$ cat src/rtl/sum_acc_pkg.sv
// Shared types and helpers for the lane-sum accumulator.
// State encodings and a constant clog2 for parameter sizing.
package sum_acc_pkg;

    typedef enum logic {
        ACCUM = 1'b0,
        EMIT  = 1'b1
    } state_t;

    function automatic int clog2(input int v);
        int r;
        int x;
        r = 0;
        x = v - 1;
        while (x > 0) begin
            r++;
            x = x >> 1;
        end
        return r;
    endfunction

endpackage

$ cat src/rtl/sum_lane_reduce.sv
// Combinational cross-lane reduction of one beat of lane sums.
// Lanes are zero-extended to ACC_WIDTH before adding.
module sum_lane_reduce #(
    parameter int WIDTH     = 8,
    parameter int LANES     = 2,
    parameter int ACC_WIDTH = 16
) (
    input  logic [LANES*WIDTH-1:0] in_sum,
    output logic [ACC_WIDTH-1:0]   sum
);

    always_comb begin
        sum = '0;
        for (int i = 0; i < LANES; i++) begin
            sum = sum + ACC_WIDTH'(in_sum[i*WIDTH +: WIDTH]);
        end
    end

endmodule

$ cat src/rtl/sum_accumulator.sv
// Accumulates BEATS beats of reduced lane sums into a saturating
// frame total and hands it off over a valid/ready port.
module sum_accumulator
    import sum_acc_pkg::*;
#(
    parameter int WIDTH     = 8,
    parameter int LANES     = 2,
    parameter int BEATS     = 4,
    parameter int ACC_WIDTH = 16,
    parameter int CNT_W     = clog2(BEATS + 1)
) (
    input  logic                   clk,
    input  logic                   rst_n,
    input  logic                   in_valid,
    output logic                   in_ready,
    input  logic [LANES*WIDTH-1:0] in_sum,
    input  logic                   flush,
    output logic                   out_valid,
    input  logic                   out_ready,
    output logic [ACC_WIDTH-1:0]   out_total,
    output logic [CNT_W-1:0]       out_count,
    output logic                   out_ovf
);

    localparam logic [ACC_WIDTH-1:0] ACC_MAX = '1;
    localparam logic [CNT_W-1:0]     LAST    = CNT_W'(BEATS - 1);
    localparam logic [CNT_W-1:0]     ONE     = CNT_W'(1);

    state_t               state, state_n;
    logic [ACC_WIDTH-1:0] acc, acc_n;
    logic [ACC_WIDTH-1:0] beat_sum, acc_sat, tot_n;
    logic [ACC_WIDTH:0]   wide;
    logic [CNT_W-1:0]     cnt, cnt_n, cnt_inc, ocnt_n;
    logic                 ovf, ovf_n, oovf_n;
    logic                 accept, clamp;

    sum_lane_reduce #(
        .WIDTH    (WIDTH),
        .LANES    (LANES),
        .ACC_WIDTH(ACC_WIDTH)
    ) u_reduce (
        .in_sum(in_sum),
        .sum   (beat_sum)
    );

    assign accept  = in_valid && in_ready;
    assign wide    = {1'b0, acc} + {1'b0, beat_sum};
    assign clamp   = wide[ACC_WIDTH];
    assign acc_sat = clamp ? ACC_MAX : wide[ACC_WIDTH-1:0];
    assign cnt_inc = cnt + ONE;

    // Handshake flags decode straight from the state register.
    assign in_ready  = (state == ACCUM);
    assign out_valid = (state == EMIT);

    always_comb begin
        state_n = state;
        acc_n   = acc;
        cnt_n   = cnt;
        ovf_n   = ovf;
        tot_n   = out_total;
        ocnt_n  = out_count;
        oovf_n  = out_ovf;
        unique case (state)
            ACCUM: begin
                if (accept) begin
                    acc_n = acc_sat;
                    cnt_n = cnt_inc;
                    ovf_n = ovf | clamp;
                    if (cnt == LAST || flush) begin
                        state_n = EMIT;
                        tot_n   = acc_sat;
                        ocnt_n  = cnt_inc;
                        oovf_n  = ovf | clamp;
                    end
                end else if (flush && cnt != '0) begin
                    state_n = EMIT;
                    tot_n   = acc;
                    ocnt_n  = cnt;
                    oovf_n  = ovf;
                end
            end
            EMIT: begin
                if (out_ready) begin
                    state_n = ACCUM;
                    acc_n   = '0;
                    cnt_n   = '0;
                    ovf_n   = 1'b0;
                end
            end
            default: state_n = ACCUM;
        endcase
    end

    always_ff @(posedge clk or negedge rst_n) begin
        if (!rst_n) begin
            state     <= ACCUM;
            acc       <= '0;
            cnt       <= '0;
            ovf       <= 1'b0;
            out_total <= '0;
            out_count <= '0;
            out_ovf   <= 1'b0;
        end else begin
            state     <= state_n;
            acc       <= acc_n;
            cnt       <= cnt_n;
            ovf       <= ovf_n;
            out_total <= tot_n;
            out_count <= ocnt_n;
            out_ovf   <= oovf_n;
        end
    end

endmodule

$ cat config.mk
export PLATFORM = sky130hd
export DESIGN_NAME = sum_accumulator
export DESIGN_NICKNAME = d
export VERILOG_FILES = /design/src/rtl/sum_acc_pkg.sv /design/src/rtl/sum_lane_reduce.sv /design/src/rtl/sum_accumulator.sv
export SDC_FILE = /design/constraint.sdc
export NUM_CORES = 1
export LEC_CHECK = 0
export BUFFER_PORTS_ARGS = -buffer_cell sky130_fd_sc_hd__buf_2
export CORE_UTILIZATION = 46
export DETAILED_ROUTE_END_ITERATION = 8
export HOLD_SLACK_MARGIN = 0.08
export PLACE_DENSITY = 0.8
export SYNTH_ARGS = -nofsm -noshare
export SYNTH_HDL_FRONTEND = slang
export SYNTH_SLANG_ARGS = --single-unit
$ cat constraint.sdc
create_clock -name clk -period 2.4 [get_ports clk]
set_clock_uncertainty 0.15 [all_clocks]
set_input_delay 0.24 -clock clk [delete_from_list [all_inputs] [get_ports clk]]
set_output_delay 0.24 -clock clk [all_outputs]
set_load 0.005 [all_outputs]
==> key figures <==
Placed design
  – Placed cell areas: 0.00326 mm2
  – Port bufs: 42
  – Pre-CTS worst setup slack: -813 ps
  – Final HPWL DP: 4.43 mm
  – GPL Wtd Cong: 0.839
  – Inst Count DP: 429

Floorplan
  – Die area: 0.00603 mm2
  – Site Rows: 27
  – Die Span X: 77.7 um
  – Chip height: 77.7 um
  – Initial Utilization: 47.9%
  – Core area: 0.00551 mm2
  – Num ports: 43

Clock tree
  – CTS tree: built
  – Clock Latency Late Sink: 290 ps
  – Num CTS Buffers: 5
  – Root Buffer: clkbuf_8
  – Sink Count: 41
  – Clk buf depth: 2
  – H-tree depth: 2
  – Worst-path clk slew: 80 ps

Timing
  – Setup-failing EPs final: 34
  – Final setup margin: -388 ps
  – Final period utilization: 116%
  – Crit path time final: 2790 ps
  – RSZ-0062 raised after global routing: true
  – Hold Slack: 327 ps
  – Relative slew slack: 37.7%
  – Final Slew Violations: 0
  – Fin. Hold Viols: 0
  – Worst-margin pin slew: 935 ps
  – Fmax: 0.359 GHz
  – Total negative setup slack: -11010 ps

Global route
  – First-pass GRT wire length: 10.7 mm
  – Initial antenna violation count: 0
  – GRT Residual Overflow: 0
  – GRT Total Usage: 22.0%
  – Vias in the first global route: 2404
  – Largest net degree at the start of global routing: 42

Logic synthesis
  – Gate Count Post-Synth: 294
  – Area contributors post-synth: dfrtp_1 39%, ha_1 10%, nand2_1 6.6%
  – FF+latch count, synth: 41
  – Sequential share of the synthesized area: 38.9%
  – Compound-Gate Fraction of Synth Area: 24.2%
  – Cell type with the largest total area after synthesis: dfrtp_1
  – Synth async-reset ratio: 100%
  – Synth Net Count: 338
  – Syn Area/Cell: 8.96 um2
  – Distinct cells, synth: 48
  – Dominant combinational cell family by area after synthesis: compound AO/OA/AOI/OAI gates
  – Synthesized area: 0.00264 mm2
  – Most common cell in the netlist: nand2_1
  – Adder-Cell Fraction of Synth Area: 11.5%
  – Synth Area in XOR/XNOR: 4.99%
  – Synth Flop Type: dfrtp_1
  – Number of synthesized flops with an enable pin: 0
  – Synth top cells by count: 46 x nand2_1, 41 x dfrtp_1, 31 x o21ai_0
  – Synth warn: 0
  – Simple-gate area share of the yosys netlist: 16.4%
  – Mux cell area share after synthesis: 0.380%
  – Post-synth top area share: 38.9%

Worst setup path
  – CP max FO: 4
  – Req. time, crit path: 2420 ps
  – Startpoint types: input pin
  – Crit path arrival time: 2810 ps
  – Critical path class: input pin to register
  – CP endpoint kind: register

Job
  – Max cap viols: 0

Finish
  – Multi-input gate area: 0.00184 mm2
  – Fill cells: 436
  – Share of cells above drive strength 1: 36.6%
  – Design area: 0.00363 mm2
  – Diodes inserted: 0
  – Non-Filler Instances: 444
  – Final nets: 415
  – Seq. cell area: 0.00103 mm2
  – Final Core Density: 66.0%
  – Syn-to-layout area delta: 37.9%

Min path
  – Hold WC Path Type: register to register

Route
  – Initial DRC count: 207
  – Vias after detailed routing: 2468
  – Drt drc: 0
  – Via density: 5.56
  – Initial DRT Pass Iterations: 4
  – Routed length per placed instance: 14.8 um
  – ANT nets after route: 0
  – Final WL: 6.57 mm

Power and ir drop
  – Pwr dens: 1060 mW/mm2
  – Overall power: 3.86 mW
  – Leak Pwr: 1.70 nW
  – Worst vdd ir: 0.000720 V

Run status
  – Failing checks: negative setup slack
  – Status: complete, but fails checks
## cells by family after synthesis
kind of cell / after synthesis
compound gates: 99
mux: 1
simple gates: 93
fa+ha+maj: 23
buf+inv: 22
xor+xnor: 15
flops: 41
## placed cells by master (no fill, tap or decap), types with 3 or more instances in the layout
master / Yosys / routed
nand2_1: 46 / 45
dfrtp_1: 41 / 41
buf_2: 4 / 39
buf_4: 0 / 34
ha_1: 21 / 16
o21ai_1: 1 / 14
o21ai_0: 31 / 14
a21o_1: 13 / 13
a21oi_1: 21 / 13
o211ai_1: 11 / 11
inv_1: 10 / 9
nand3_1: 10 / 9
xnor2_1: 9 / 8
nor2_1: 15 / 8
nor2_4: 0 / 8
a21oi_2: 1 / 6
xor2_1: 6 / 6
buf_6: 1 / 6
ha_4: 0 / 5
clkbuf_8: 0 / 5
o21ai_2: 1 / 4
a21oi_4: 0 / 3
o31ai_1: 4 / 3
and3_1: 3 / 3
a31oi_4: 0 / 3
o31ai_2: 2 / 3
a22o_1: 3 / 3
or3_1: 3 / 3
## metal layers
metal / vias up / global-route usage [%] / wire length (um)
met4: 0 / 7.55 / 118
li1: 1211 / - / -
met1: 1179 / 26.7 / 2860
met3: 12 / 3.53 / 267
met5: - / 0 / 0
met2: 66 / 39.2 / 3330
## worst paths after layout
kind | startpoint | endpoint | slack, ps | depth (start not counted)
worst max register to register | acc[0]$_DFFE_PN0P_ | acc[8]$_DFFE_PN0P_ | -90 | 9
max in group asynchronous | rst_n | acc[12]$_DFFE_PN0P_ | 1040 | 2
worst min-delay path | out_count[2]$_DFFE_PN0P_ | out_count[2]$_DFFE_PN0P_ | 330 | 2
worst max-delay path | in_sum[0] | out_total[13]$_DFFE_PN0P_ | -390 | 17
min in group asynchronous | rst_n | out_ovf$_DFFE_PN0P_ | 470 | 2
worst min register to register | out_count[2]$_DFFE_PN0P_ | out_count[2]$_DFFE_PN0P_ | 330 | 2
## layout make-up
class	instances	area share, %
multi-input cells	231	50.6
flip-flops and latches	41	28.2
repair buffers	82	15.4
well taps	72	2.48
clock buffers	6	2.00
inverters	10	1.03
clock inverters	2	0.275
## state kept, by name, summed over array words and instances (netlist names)
register   flops
out_total     16
acc           16
ovf            1
out_valid      1
out_ovf        1
out_count      3
cnt            3
## critical path: stages
cell,delay (ps)
buf_6,70
ha_4,120
inv_2,30
fa_2,330
nor2b_1,110
o21ai_1,60
nand2b_1,90
a21o_1,150
a21oi_4,70
xnor2_2,170
ha_4,180
a21o_1,180
a21o_1,160
a41o_4,270
and2_4,180
nor4b_4,290
o31ai_2,90
## repair_timing
item / CTS / global route
endpoints found under the hold margin: 43 / 0
hold buffers: 2 / 0
pin swaps: 8 / 15
cloned: 0 / 0
buffers inserted: 2 / 3
resized for setup: 25 / 24
endpoints found under the setup margin: 34 / 34
## power breakdown
part           internal, mW  switching, mW  leakage [nW]  total [mW]
logic                  1.12           1.21          1.12        2.33
registers             0.904          0.185         0.536        1.09
clock network         0.202          0.240        0.0450       0.441
total                  2.23           1.63          1.70        3.86
Note: power is estimated with default switching activity, not from simulation.
